### src/rtl/controle_divisor.sv
// Shared halving-unit controller: arbitrates two requesters and computes
// floor(A / 2^n) by passing an accumulator through divisor8Bits once per clock.

module divisor8Bits (
    input  logic [7:0] A,
    output logic [6:0] A_div
);
    assign A_div = A[7:1];
endmodule

module controle_divisor (
    input  logic       clk,
    input  logic       reset,
    input  logic       req0,
    input  logic [7:0] a0,
    input  logic [2:0] n0,
    input  logic       req1,
    input  logic [7:0] a1,
    input  logic [2:0] n1,
    output logic       gnt0,
    output logic       gnt1,
    output logic       busy,
    output logic       done,
    output logic       owner,
    output logic [7:0] result
);
    typedef enum logic [1:0] {IDLE, RUN, DONE} state_t;

    state_t     state_q, state_d;
    logic [7:0] acc_q, acc_d;
    logic [2:0] cnt_q, cnt_d;
    logic       win_q, win_d;
    logic       prio_q, prio_d;
    logic       gnt0_q, gnt0_d;
    logic       gnt1_q, gnt1_d;
    logic       done_q, done_d;
    logic       owner_q, owner_d;
    logic [7:0] result_q, result_d;

    logic [6:0] half;
    logic       sel;

    divisor8Bits u_div (
        .A     (acc_q),
        .A_div (half)
    );

    // Contention goes to the round-robin pointer; otherwise the lone requester wins.
    assign sel = (req0 && req1) ? prio_q : req1;

    always_comb begin
        state_d  = state_q;
        acc_d    = acc_q;
        cnt_d    = cnt_q;
        win_d    = win_q;
        prio_d   = prio_q;
        gnt0_d   = 1'b0;
        gnt1_d   = 1'b0;
        done_d   = 1'b0;
        owner_d  = owner_q;
        result_d = result_q;
        case (state_q)
            IDLE: begin
                if (req0 || req1) begin
                    acc_d  = sel ? a1 : a0;
                    cnt_d  = sel ? n1 : n0;
                    win_d  = sel;
                    gnt0_d = ~sel;
                    gnt1_d = sel;
                    prio_d = ~sel;
                    if (cnt_d == 3'd0) begin
                        state_d  = DONE;
                        result_d = acc_d;
                        owner_d  = sel;
                        done_d   = 1'b1;
                    end else begin
                        state_d = RUN;
                    end
                end
            end
            RUN: begin
                acc_d = {1'b0, half};
                cnt_d = cnt_q - 3'd1;
                if (cnt_q == 3'd1) begin
                    state_d  = DONE;
                    result_d = {1'b0, half};
                    owner_d  = win_q;
                    done_d   = 1'b1;
                end
            end
            DONE: state_d = IDLE;
            default: state_d = IDLE;
        endcase
    end

    always_ff @(posedge clk or posedge reset) begin
        if (reset) begin
            state_q  <= IDLE;
            acc_q    <= '0;
            cnt_q    <= '0;
            win_q    <= 1'b0;
            prio_q   <= 1'b0;
            gnt0_q   <= 1'b0;
            gnt1_q   <= 1'b0;
            done_q   <= 1'b0;
            owner_q  <= 1'b0;
            result_q <= '0;
        end else begin
            state_q  <= state_d;
            acc_q    <= acc_d;
            cnt_q    <= cnt_d;
            win_q    <= win_d;
            prio_q   <= prio_d;
            gnt0_q   <= gnt0_d;
            gnt1_q   <= gnt1_d;
            done_q   <= done_d;
            owner_q  <= owner_d;
            result_q <= result_d;
        end
    end

    assign gnt0   = gnt0_q;
    assign gnt1   = gnt1_q;
    assign busy   = (state_q != IDLE);
    assign done   = done_q;
    assign owner  = owner_q;
    assign result = result_q;
endmodule

### config.mk
export PLATFORM = sky130hd
export DESIGN_NAME = controle_divisor
export DESIGN_NICKNAME = d
export VERILOG_FILES = /design/src/rtl/controle_divisor.sv
export SDC_FILE = /design/constraint.sdc
export NUM_CORES = 1
export LEC_CHECK = 0
export CORE_ASPECT_RATIO = 0.9
export CORE_MARGIN = 2
export CORE_UTILIZATION = 51
export DETAILED_ROUTE_END_ITERATION = 12
export GPL_TIMING_DRIVEN = 0
export PLACE_DENSITY = 0.85
export SLEW_MARGIN = 15
export SYNTH_ARGS = -nofsm -noshare
export SYNTH_HDL_FRONTEND = slang
export SYNTH_SLANG_ARGS = --single-unit
### constraint.sdc
create_clock -name clk -period 3.02 [get_ports clk]
set_input_delay 0.302 -clock clk [delete_from_list [all_inputs] [get_ports clk]]
set_output_delay 0.302 -clock clk [all_outputs]
set_load 0.02 [all_outputs]
==> impl_metrics.py <==
metrics = {
    "placement": {
        "place_ws_ns": 0.775,
        "portBuffers": 38,
        "gp_congestion": 0.792,
        "dpl.hpwl_um": 2660,
    },
    "route": {
        "wl_per_cell_um": 17.5,
        "detail-route-antenna-nets": 0,
        "drt_iter0_drc": 27,
        "viasPerCell": 5.98,
        "routed_wl_um": 3720,
        "route.detailed.drc": 0,
        "via_count": 1274,
        "first_pass_iters": 4,
    },
    "synth": {
        "synthCells": 141,
        "synthArstFlopShare": 1.00,
        "syn_area_um2": 1430,
        "ys_seq_elements": 26,
        "netlist-cell-type-count": 36,
        "synth.avg_cell_area_um2": 10.2,
        "synth_ff_type": "dfrtp_1",
        "synth_edf_count": 0,
        "ys_seq_area_frac": 0.454,
        "synth_warnings": 0,
        "synth_nets": 169,
    },
    "global_route": {
        "antenna_found_initial": 0,
        "grt_pass1_wl_um": 6220,
        "grt_pass1_vias": 1327,
        "grt_max_degree": 27,
        "gr-total-overflow": 0,
        "grt_util_all_layers": 0.259,
    },
    "sta": {
        "max_slew.worst_pin.slew_ns": 1.00,
        "rsz0062_at_grt": "false",
        "hold_viol_final": 0,
        "worst_slack_ns": 0.840,
        "setup_violations": 0,
        "period_share": 0.722,
        "finalMaxSlewViolations": 0,
        "tns_ns": 0,
        "fin_crit_ns": 2.18,
        "relSlewSlack": 0.332,
        "skew_ns": 0.00143,
        "clock.fmax_ghz": 0.459,
    },
    "worst_setup_path": {
        "start_kind": "flip-flop",
        "crit_fanout": 10,
        "crit_type": "reg2out",
        "max_stage_delay_ns": 0.54,
        "path_cells": "clkbuf_8 > nor2_1 > inv_1 > clkdlybuf4s50_1",
        "critPathRequiredTime_ns": 2.72,
        "crit_arrival_ns": 1.88,
        "crit_slowest_cell": "clkdlybuf4s50_1",
        "worst-path-buf-inv": 3,
        "endpoint_kind": "output port",
        "cp_top_family": "buffers and inverters",
    },
    "cells_and_area": {
        "final_cell_mix": "38 x clkdlybuf4s50_1, 26 x dfrtp_1, 13 x nor2_1, 12 x inv_1",
        "layout.nets": 212,
        "area_growth_pct": 31.7,
        "diodes": 0,
        "layout_commonest_cell": "clkdlybuf4s50_1",
        "drive_gt1_frac": 0.142,
    },
    "clock_network": {
        "cts_resized": 0,
        "insertion_delay_ns": 0.33,
        "cts_setup_buffers": 0,
        "cts_max_path_buffers": 2,
        "cts-root-buf": "clkbuf_4",
        "numClockSinks": 26,
        "cts_buffers": 3,
        "cts_tree": "built",
        "h-tree-depth": 1,
        "holdBufCountCts": 0,
        "clk_pin_slew_ns": 0.14,
    },
    "floorplanning": {
        "die_h_um": 54.3,
        "fp-row-count": 18,
        "io_pins": 39,
        "coreArea_um2": 2700,
        "initial_core_util": 0.530,
        "dieArea_um2": 3250,
        "die_x_um": 59.9,
    },
    "status": {
        "status": "finished, final reports clean",
    },
    "power_and_ir_drop": {
        "leakage_nw": 0.845,
        "power.density_nw_per_um2": 1030,
        "max-vdd-ir-drop_mv": 0.594,
    },
    "worst_hold_path": {
        "hp-class": "in2async",
    },
    "flow_run": {
        "maxCapViolations": 0,
    },
}
## where the power goes
group / internal (mW) / total (mW) / switching, mW
Combinational: 0.540 / 1.16 / 0.618
Sequential: 0.517 / 0.608 / 0.0912
Clock: 0.0740 / 0.182 / 0.108
Total: 1.13 / 1.95 / 0.818
## final timing paths
path	start	end	slack, ns	cells after the start
min in group clk	acc_q[4]	acc_q[4]	0.50	2
worst min register to register	acc_q[4]	acc_q[4]	0.50	2
worst min-delay path	reset	result[5]	0.48	2
worst max-delay path	state_q[0]	busy	0.84	4
worst max register to register	cnt_q[1]	owner	1.03	7
max in group asynchronous	reset	cnt_q[0]	1.94	2
## worst register-to-register path: cells and delay by family (launching register included)
kind            cells  cell delay (ns)
compound gates      2             0.71
flops               1             0.40
mux                 1             0.34
buf+inv             2             0.20
fa+ha+maj           1             0.19
simple gates        1             0.06
## routing by layer
| metal | wire length (um) | part of all wire | global-route usage | vias to the layer above |
|---|---|---|---|---|
| met2 | 1840 | 0.49 | 0.431 | 53 |
| met1 | 1640 | 0.44 | 0.334 | 619 |
| met3 | 192 | 0.052 | 0.0402 | 5 |
| met5 | 0 | 0 | 0 | - |
| li1 | - | - | - | 597 |
| met4 | 57 | 0.015 | 0.115 | 0 |
## sequential cells by signal, summed over array words and instances, names as in the netlist
| name | cells |
|---|---|
| cnt_q | 3 |
| gnt0 | 1 |
| owner | 1 |
| state_q | 2 |
| gnt1 | 1 |
| done | 1 |
| result | 8 |
| win_q | 1 |
| acc_q | 7 |
| prio_q | 1 |
## synthesized netlist by cell type (3+ instances only)
master | instances | share of area
buf_2 | 3 | 0.010
and3_1 | 8 | 0.035
mux2i_1 | 3 | 0.021
o31ai_1 | 6 | 0.031
nor3_1 | 3 | 0.010
dfrtp_1 | 26 | 0.45
inv_1 | 12 | 0.031
a211oi_1 | 10 | 0.052
a211o_2 | 6 | 0.042
o32ai_1 | 7 | 0.043
nor2_1 | 13 | 0.034
o21ai_0 | 4 | 0.014
nand2_1 | 10 | 0.026
## logic make-up after synthesis
group | share of synthesized area
buf+inv | 0.0856
simple gates | 0.162
mux | 0.0419
fa+ha+maj | 0.0175
compound gates | 0.238
flops | 0.454
## cell type report
| cell class | count | area (um2) |
|---|---|---|
| sequential | 26 | 651 |
| multi-input combinational | 93 | 659 |
| timing repair buffer | 38 | 380 |
| buffer | 10 | 77.6 |
| clock buffer | 4 | 36.3 |
| inverter | 12 | 45.0 |
| tap | 30 | 37.5 |
| fill | 234 | 816 |
## stage by stage
stage / power (mW) / std cells / instance area [um2] / hold slack (ns) / util
3_3_place_gp: 1.71 / 209 / 1850 / 0.462 / 0.685
4_1_cts: 1.95 / 213 / 1890 / 0.500 / 0.698
3_5_place_dp: 1.76 / 209 / 1850 / 0.468 / 0.685
6_report: 1.95 / 213 / 1890 / 0.481 / 0.698
5_1_grt: 2.10 / 213 / 1890 / 0.535 / 0.698
2_1_floorplan: 1.38 / 141 / 1430 / 0.342 / -
Note: power is estimated with default switching activity, not from simulation.
